`src/rtl/branch_predictor_pkg.sv`:
```
// Shared types and constants for the branch history table.
// Counter encoding, FSM states and the update-stage bundle.
package branch_predictor_pkg;

   localparam int XLEN = 32;
   localparam int BP_IDX_MAX_W = 16;

   localparam logic [1:0] BP_SNT = 2'b00;
   localparam logic [1:0] BP_WNT = 2'b01;
   localparam logic [1:0] BP_WT  = 2'b10;
   localparam logic [1:0] BP_ST  = 2'b11;

   typedef enum logic {
      BP_INIT,
      BP_READY
   } bp_state_t;

   typedef struct packed {
      logic                    vld;
      logic [BP_IDX_MAX_W-1:0] idx;
      logic                    taken;
   } bp_upd_t;

   // Shared by lookup and update so both index the table identically
   function automatic logic [BP_IDX_MAX_W-1:0] bp_pc_idx(
      input logic [XLEN-1:0] pc,
      input int              iw
   );
      logic [XLEN-1:0] mask;
      mask = (XLEN'(1) << iw) - XLEN'(1);
      return BP_IDX_MAX_W'((pc >> 2) & mask);
   endfunction

endpackage

```
`src/rtl/branch_predictor_if.sv`:
```
// Fetch lookup, execute resolve and prediction signals.
// The core side is master, the predictor is slave.
interface branch_predictor_if;
   import branch_predictor_pkg::*;

   logic            ifu_fetch_vld;
   logic [XLEN-1:0] ifu_fetch_pc;
   logic            exu_is_branch;
   logic            exu_branch_taken;
   logic [XLEN-1:0] exu_branch_pc;
   logic            bp_predict_vld;
   logic            bp_predict_taken;
   logic            bp_ready;

   modport master (
      output ifu_fetch_vld,
      output ifu_fetch_pc,
      output exu_is_branch,
      output exu_branch_taken,
      output exu_branch_pc,
      input  bp_predict_vld,
      input  bp_predict_taken,
      input  bp_ready
   );

   modport slave (
      input  ifu_fetch_vld,
      input  ifu_fetch_pc,
      input  exu_is_branch,
      input  exu_branch_taken,
      input  exu_branch_pc,
      output bp_predict_vld,
      output bp_predict_taken,
      output bp_ready
   );

endinterface

```
`src/rtl/branch_predictor_sat_cnt2.sv`:
```
// Two-bit saturating counter next-value function.
// Taken counts up to ST, not-taken counts down to SNT.
module bp_sat_cnt2
   import branch_predictor_pkg::*;
(
   input  logic [1:0] cnt,
   input  logic       taken,
   output logic [1:0] cnt_next
);

   always_comb begin
      cnt_next = cnt;
      unique case (1'b1)
         taken && (cnt != BP_ST):   cnt_next = cnt + 2'd1;
         !taken && (cnt != BP_SNT): cnt_next = cnt - 2'd1;
         default: ;
      endcase
   end

endmodule

```
`src/rtl/dff_rst.sv`:
```
// Generic register with synchronous active-low reset.
// Reset value is set per instance.
module dff_rst #(
   parameter int           W       = 1,
   parameter logic [W-1:0] RST_VAL = '0
) (
   input  logic         clk,
   input  logic         rst_n,
   input  logic [W-1:0] d,
   output logic [W-1:0] q
);

   always_ff @(posedge clk) begin
      if (!rst_n) q <= RST_VAL;
      else        q <= d;
   end

endmodule

```
`src/rtl/branch_predictor.sv`:
```
// Direct-mapped BHT of 2-bit counters with an init sweep,
// a two-stage update pipe and write-first lookup forwarding.
module branch_predictor
   import branch_predictor_pkg::*;
#(
   parameter int         BHT_DEPTH  = 256,
   parameter logic [1:0] INIT_VALUE = BP_WNT
) (
   input  logic               clk,
   input  logic               rst_n,
   branch_predictor_if.slave  bp
);

   localparam int IW = $clog2(BHT_DEPTH);
   localparam logic [IW-1:0] LAST_IDX = IW'(BHT_DEPTH - 1);

   logic [1:0] tbl [BHT_DEPTH];

   bp_state_t state;
   logic [IW-1:0] sweep_idx;
   logic is_ready;

   bp_upd_t upd_d;
   bp_upd_t upd_q;
   logic [1:0] upd_cur;
   logic [1:0] upd_next;

   logic [BP_IDX_MAX_W-1:0] lk_idx;
   logic [1:0] lk_cnt;

   logic vld_d;
   logic taken_d;
   logic ready_d;
   logic vld_q;
   logic taken_q;
   logic ready_q;

   assign is_ready = (state == BP_READY);

   always_ff @(posedge clk) begin
      if (!rst_n) begin
         state     <= BP_INIT;
         sweep_idx <= '0;
      end else begin
         unique case (state)
            BP_INIT: begin
               if (sweep_idx == LAST_IDX) state <= BP_READY;
               else sweep_idx <= sweep_idx + 1'b1;
            end
            BP_READY: ;
            default: state <= BP_INIT;
         endcase
      end
   end

   // Sweep owns the write port until ready; updates only exist after
   always_ff @(posedge clk) begin
      if (rst_n) begin
         if (state == BP_INIT)
            tbl[sweep_idx] <= INIT_VALUE;
         else if (upd_q.vld)
            tbl[upd_q.idx[IW-1:0]] <= upd_next;
      end
   end

   always_comb begin
      upd_d       = '0;
      upd_d.vld   = bp.exu_is_branch & is_ready;
      upd_d.idx   = bp_pc_idx(bp.exu_branch_pc, IW);
      upd_d.taken = bp.exu_branch_taken;
   end

   dff_rst #(
      .W       ($bits(bp_upd_t)),
      .RST_VAL ('0)
   ) u_upd (
      .clk   (clk),
      .rst_n (rst_n),
      .d     (upd_d),
      .q     (upd_q)
   );

   assign upd_cur = tbl[upd_q.idx[IW-1:0]];

   bp_sat_cnt2 u_sat (
      .cnt      (upd_cur),
      .taken    (upd_q.taken),
      .cnt_next (upd_next)
   );

   always_comb begin
      lk_idx = bp_pc_idx(bp.ifu_fetch_pc, IW);
      lk_cnt = tbl[lk_idx[IW-1:0]];
      if (upd_q.vld && (upd_q.idx == lk_idx)) lk_cnt = upd_next;
   end

   assign vld_d   = bp.ifu_fetch_vld;
   assign taken_d = bp.ifu_fetch_vld & is_ready & lk_cnt[1];
   assign ready_d = is_ready | (sweep_idx == LAST_IDX);

   dff_rst #(.W(1)) u_vld (
      .clk (clk), .rst_n (rst_n), .d (vld_d), .q (vld_q)
   );

   dff_rst #(.W(1)) u_taken (
      .clk (clk), .rst_n (rst_n), .d (taken_d), .q (taken_q)
   );

   dff_rst #(.W(1)) u_ready (
      .clk (clk), .rst_n (rst_n), .d (ready_d), .q (ready_q)
   );

   assign bp.bp_predict_vld   = vld_q;
   assign bp.bp_predict_taken = taken_q;
   assign bp.bp_ready         = ready_q;

endmodule

```
`src/flat_wrapper.sv`:
```
// flat-port wrapper written by rule: the top's interface ports become plain ports
module branch_predictor_flat import branch_predictor_pkg::*;
#(
   parameter int         BHT_DEPTH  = 256,
   parameter logic [1:0] INIT_VALUE = BP_WNT
)
  (clk, rst_n, bp_ifu_fetch_vld, bp_ifu_fetch_pc, bp_exu_is_branch, bp_exu_branch_taken, bp_exu_branch_pc, bp_bp_predict_vld, bp_bp_predict_taken, bp_bp_ready);
  branch_predictor_if bp_i ();
  input  logic clk;
  input  logic rst_n;
  input wire logic [$bits(bp_i.ifu_fetch_vld)-1:0] bp_ifu_fetch_vld;
  input wire logic [$bits(bp_i.ifu_fetch_pc)-1:0] bp_ifu_fetch_pc;
  input wire logic [$bits(bp_i.exu_is_branch)-1:0] bp_exu_is_branch;
  input wire logic [$bits(bp_i.exu_branch_taken)-1:0] bp_exu_branch_taken;
  input wire logic [$bits(bp_i.exu_branch_pc)-1:0] bp_exu_branch_pc;
  output wire logic [$bits(bp_i.bp_predict_vld)-1:0] bp_bp_predict_vld;
  output wire logic [$bits(bp_i.bp_predict_taken)-1:0] bp_bp_predict_taken;
  output wire logic [$bits(bp_i.bp_ready)-1:0] bp_bp_ready;
  assign bp_i.ifu_fetch_vld = bp_ifu_fetch_vld;
  assign bp_i.ifu_fetch_pc = bp_ifu_fetch_pc;
  assign bp_i.exu_is_branch = bp_exu_is_branch;
  assign bp_i.exu_branch_taken = bp_exu_branch_taken;
  assign bp_i.exu_branch_pc = bp_exu_branch_pc;
  assign bp_bp_predict_vld = bp_i.bp_predict_vld;
  assign bp_bp_predict_taken = bp_i.bp_predict_taken;
  assign bp_bp_ready = bp_i.bp_ready;
  branch_predictor #(.BHT_DEPTH(BHT_DEPTH), .INIT_VALUE(INIT_VALUE)) u_core (.clk(clk), .rst_n(rst_n), .bp(bp_i));
endmodule
```
`config.mk`:
```
export PLATFORM = sky130hd
export DESIGN_NAME = branch_predictor_flat
export DESIGN_NICKNAME = d
export VERILOG_FILES = /design/src/rtl/branch_predictor_pkg.sv /design/src/rtl/branch_predictor_if.sv /design/src/rtl/branch_predictor_sat_cnt2.sv /design/src/rtl/dff_rst.sv /design/src/rtl/branch_predictor.sv /design/src/flat_wrapper.sv
export SDC_FILE = /design/constraint.sdc
export NUM_CORES = 1
export LEC_CHECK = 0
export CAP_MARGIN = 0
export CORE_ASPECT_RATIO = 1.4
export CORE_MARGIN = 8
export CORE_UTILIZATION = 45
export CTS_CLUSTER_DIAMETER = 30
export DETAILED_ROUTE_END_ITERATION = 6
export DONT_BUFFER_PORTS = 1
export GPL_ROUTABILITY_DRIVEN = 0
export SETUP_SLACK_MARGIN = 0.5
export SLEW_MARGIN = 20
export SYNTH_ARGS = -nofsm -noshare
export SYNTH_HDL_FRONTEND = slang
export SYNTH_SLANG_ARGS = --single-unit
export TNS_END_PERCENT = 5
```
`constraint.sdc`:
```
create_clock -name clk -period 15.4 [get_ports clk]
set_input_delay 3.08 -clock clk [delete_from_list [all_inputs] [get_ports clk]]
set_output_delay 3.08 -clock clk [all_outputs]
set_load 0.005 [all_outputs]
```
* Word-level counts from Yosys, hierarchy flattened
Memory sizes are Yosys's and may differ from the RTL's. A register that Yosys moved wholly into a read port is not among the register bits.
Cells that the tools add are included.
** Word-level totals
- Bits of input ports :: 69
- Flip-flop bits (word level) :: 30
- Output and inout port bits :: 3
- Logic and storage cells :: 42
- Memories :: 1
- Bits in writable memories :: 512
** Memory list
- u_core.tbl :: words 256, width 2, read ports 2, clocked after memory_dff 1, wr ports 1, line branch_predictor.sv:17 : logic [1:0] tbl [BHT_DEPTH];
** Cells by class
- Equality and inequality tests :: 3
- Add/sub/neg operators :: 3
- Bitwise operators :: 6
- Mux-type cells :: 15
- Reduce and logical (&&, ||, !) cells :: 7
** Operator list (number)
- equality test 16 x 8 -> 1 bit :: 1
- two-way mux 8 bit :: 2
- two-way mux 1 bit :: 10
- adder 8 x 1 -> 8 bit, second input constant :: 1
- equality test 8 bit, second input constant :: 1
- two-way mux 2 bit :: 2
- one-hot mux 2 bit (2 select lines) :: 1
- bitwise AND 1 bit :: 3
- logical AND 1 bit :: 3
- adder 2 x 1 -> 2 bit, second input constant :: 1
- != test 2 bit, second input constant :: 1
- NOT 1 bit :: 2
- AND reduction 2 bit :: 1
- nonzero test 2 bit :: 1
- OR reduction 2 bit :: 1
- subtractor 2 x 1 -> 2 bit, second input constant :: 1
- logical NOT 1 bit :: 1
- bitwise OR 1 bit :: 1

* Logic depth before layout (Yosys ltp)
- Depth after elaboration :: 6
- Mapped depth :: 13
- Gate-level depth less buffers :: 8

* By module
Synthesis repeated with hierarchy kept, for this count alone.
** Unflattened totals
- Cell total of the unflattened synthesis :: 1512
- Area, all modules :: 24232.0 µm²
** By module, submodules not included
- branch_predictor :: area an instance 23626.4 µm², times used 1, cells an instance 1464, sequential area each 15554.9 µm²
- dff_rst at u_core.u_upd :: area an instance 501.7 µm², times used 1, cells an instance 37, sequential area each 360.3 µm²
- dff_rst at u_core.u_ready ... :: area an instance 26.3 µm², times used 3, cells an instance 2, sequential area each 20.0 µm²
- bp_sat_cnt2 :: area an instance 25.0 µm², times used 1, cells an instance 5, sequential area each 0.0 µm²

* Least setup slack after synthesis
No wires, ideal clock.
- Path kind :: input-to-reg
- Start point :: input rst_n
- End point :: memory u_core.tbl[0][1] (data pin)
- Setup time :: 1.574 ns
- Setup slack :: 3.367 ns
- Path buffers :: 2
- Arrival time :: 10.458 ns
- Stages on the path :: 4
- Required time :: 13.826 ns
- Path through :: nand3_1 -> clkbuf_1 -> clkbuf_1 -> a21oi_1
** On the way
- Longest elaborated chain between the ends :: 4
** RTL lines
- start: declaration :: line flat_wrapper.sv:10 : input logic rst_n;
- two-way mux 1 bit :: line branch_predictor.sv:58 : if (rst_n) begin
- two-way mux 1 bit (not written as such) :: line branch_predictor.sv:62 : tbl[upd_q.idx[IW-1:0]] <= upd_next;
- OR reduction 2 bit (no line)
- two-way mux 2 bit (no line)
- end: declaration :: line branch_predictor.sv:17
Every way passes these cells.

==> impl_metrics.ini <==
[logic_synthesis]
synthXorXnorAreaFrac_pct = 0.4719
syn_area_sq_um = 24130
synthCells = 1477
post_synth_edffs = 512
post_synth.cell_area_avg_sq_um = 16.34
dominant_combinational_cell_family_by_area_after_synthesis = multiplexers
post_synth_and_or_nand_nor_area_fraction_pct = 7.612
sequential_share_of_the_synthesized_area_pct = 65.46
synth_compound_gate_area_share_pct = 4.309
synthAdderAreaFrac_pct = 0.05185
share_of_synthesized_registers_carrying_an_async_set_or_reset_pct = 0
yosys_warnings = 0
post-synth-top-area-cell = sky130_fd_sc_hd__edfxtp_1
yosys.cell_count.top_type = sky130_fd_sc_hd__edfxtp_1
yosys-mux-area-fraction_pct = 19.71
synth-main-ff-cell = sky130_fd_sc_hd__edfxtp_1
synthTopCellsByArea = sky130_fd_sc_hd__edfxtp_1 (64%), sky130_fd_sc_hd__mux4_2 (17%), sky130_fd_sc_hd__nor2_1 (4.2%), sky130_fd_sc_hd__mux2i_1 (2.0%), sky130_fd_sc_hd__dfxtp_1 (1.7%)
synth.distinct_cells = 63
most_used_standard_cells_in_the_synthesized_netlist = sky130_fd_sc_hd__edfxtp_1 (512), sky130_fd_sc_hd__nor2_1 (269), sky130_fd_sc_hd__mux4_2 (181), sky130_fd_sc_hd__clkbuf_1 (70), sky130_fd_sc_hd__nand2_1 (60)
synth_fp_nets = 1547
synthDominantCellAreaShare_pct = 63.72
ys_seq_elements = 533

[setup_path]
critical_path_class = flip-flop to flip-flop
worst_setup_sp_type = flip-flop
timing.critical_path.slowest_cell_delay_ps = 840
critPathCaptureType = flip-flop
critical_path.slowest_cell = sky130_fd_sc_hd__buf_4
cp_top_family = buffers and inverters
critPathMostFrequentCell = sky130_fd_sc_hd__buf_4
critical_path_required_ps = 15650
crit_chain = buf_4 > buf_4 > mux4_2 > a22oi_1 > a21oi_1 > nor4_1 > nor3_1 > inv_1 > a41oi_1 > o21ai_4 > buf_4
critical_path.max_fanout = 104
crit_buf_inv = 4
crit_arrival_ps = 6430

[global_routing]
grt_first_pass_wirelength_um = 96120
pin_count_of_the_biggest_net_entering_global_routing = 123
globalRoute.totalOverflow = 0
number_of_antenna_violations_at_the_first_check_in_global_routing = 2
first_global_vias = 14740
grtUsageTotal_pct = 21.45

[clocking]
clockRootBuffer = sky130_fd_sc_hd__clkbuf_16
clock_insertion_delay_worst_skew_ps = 610
tritoncts_num_sinks = 533
h_tree_level_count = 3
cts_made_buffers = 78
cts.repair_timing.setup_buffer_count = 0
ctsResizeCount = 0
cts_tree = built
path_clk_slew_ps = 50
cts_hold_repair.buffers = 0
clock_path_buffers = 3

[power]
peak_supply_drop_mv = 0.06844
powerDensity_nw_per_um2 = 127.7
p_leak_nw = 9.344

[route]
drt_iter0_drc = 1104
final_antenna_net_count = 0
routed_wirelength_normalized_by_instance_count_um = 29.18
totalWireLength_um = 65870
routed-via-count = 14050
drt_pass1_iterations = 5
route.detailed.vias_per_inst = 6.226
post-route-drc-count = 0

[worst_hold_path]
worstHoldPathType = flip-flop to flip-flop

[sta]
final-max-slew-violation-count = 0
worst_hold_slack_ps = 566.5
timing_hold_violations_final = 0
min_period_over_period_pct = 40.14
max_slew.worst_pin.slew_ps = 1126
number_of_failing_setup_endpoints_in_the_final_timing_report = 0
clock.fmax_mhz = 161.8
setup-tns-final_ps = 0
clock_skew_ps = 20.53
rsz0062_at_grt = no
slew_headroom_pct = 24.78
layout_min_cycle_time_ps = 6182

[finish]
finish.net_count = 1545
final.fill_count = 4361
drive_gt1_share_pct = 23.75
area_growth_syn_to_layout_pct = 14.01

[die]
placeableCoreArea_sq_um = 53050
io_pins = 72
die-width_um = 211.7
fp.dieArea_sq_um = 61390
num_rows = 100
floorplan.die.height_um = 290.0
initial_utilization_pct = 45.48

[run]
timing.max_cap.violations = 0

[outcome]
result_of_the_run = finished clean

[placement]
place.detailed.hpwl_um = 39770
buffer_ports.inserted = 0
-- cells in the final DEF (no fill, tap or decap), drive strengths merged, types with 21 or more instances in the layout --
master / synthesis / final
edfxtp: 512 / 512
nor2: 269 / 269
mux4: 186 / 186
clkbuf: 70 / 90
nand2: 60 / 60
mux2i: 48 / 48
a22oi: 28 / 28
a21oi: 28 / 28
buf: 40 / 28
clkinv: 0 / 24
inv: 8 / 23
dfxtp: 21 / 21
-- flip-flops by register name (all words and copies together) (netlist names) --
register,flops
u_core.tbl,512
u_core.u_taken.q,1
u_core.is_ready,1
u_core.sweep_idx,8
u_core.u_vld.q,1
u_core.u_upd.q,10
-- layer usage --
| metal | vias up | share of wire [%] | global-route usage [%] |
|---|---|---|---|
| met1 | 7286 | 36 | 25.75 |
| met3 | 171 | 7.5 | 3.701 |
| met4 | 0 | 4.7 | 10.12 |
| li1 | 5940 | - | - |
| met2 | 655 | 52 | 37.03 |
| met5 | - | 0 | 0 |
-- cells by family after synthesis --
logic type               Yosys count
AO/OA/AOI/OAI                    145
XOR/XNOR                          13
AND/OR/NAND/NOR                  427
flip-flops                       533
buffers and inverters            118
multiplexers                     240
adder cells (fa/ha/maj)            1
-- stage by stage --
step                      power, W  area [sq um]  utilization [%]  cells  setup slack [ps]
after global routing      0.003594         27510            51.85   2256              8751
after detailed placement  0.001712         24750            46.66   2109              9065
after floorplan           0.001688         24130                -   1477              3367
after global placement    0.001711         24720            46.60   2108              9094
final                     0.003514         27510            51.86   2257              9218
after CTS                 0.003535         27490            51.82   2255              9048
-- worst paths after layout --
path,from,to,slack [ps],depth (start not counted)
hold / removal,u_core.sweep_idx[6]$_SDFFE_PN0P_,u_core.sweep_idx[6]$_SDFFE_PN0P_,570,2
setup reg to reg,u_core.u_upd.q[1]$_SDFF_PN0_,u_core.tbl[218][0]$_DFFE_PP_,9220,11
hold reg to reg,u_core.sweep_idx[6]$_SDFFE_PN0P_,u_core.sweep_idx[6]$_SDFFE_PN0P_,570,2
setup / recovery,u_core.u_upd.q[1]$_SDFF_PN0_,u_core.tbl[218][0]$_DFFE_PP_,9220,11
-- worst min-delay path, cell delays in order (launching register included) --
cell                       delay [ps]
sky130_fd_sc_hd__dfxtp_1          360
sky130_fd_sc_hd__o21ai_0           90
sky130_fd_sc_hd__a21boi_0          70
-- where the power goes --
group / switching, W / total, W / internal, W
Clock: 0.000684 / 0.00183 / 0.00115
Combinational: 0.0000674 / 0.000111 / 0.0000435
Sequential: 0.00000427 / 0.00157 / 0.00157
Total: 0.000755 / 0.00351 / 0.00276
-- final cells by class --
class / instances / area [sq um] / area share [%]
flip-flops and latches: 533 / 15800 / 57.44
multi-input cells: 826 / 7802 / 28.36
clock buffers: 90 / 2092 / 7.605
well taps: 714 / 893.4 / 3.247
clock inverters: 56 / 646.9 / 2.351
repair buffers: 28 / 237.7 / 0.8641
inverters: 8 / 30.03 / 0.1092
diodes: 2 / 5.005 / 0.01819
No activity file was read; power rests on OpenSTA's default activity.
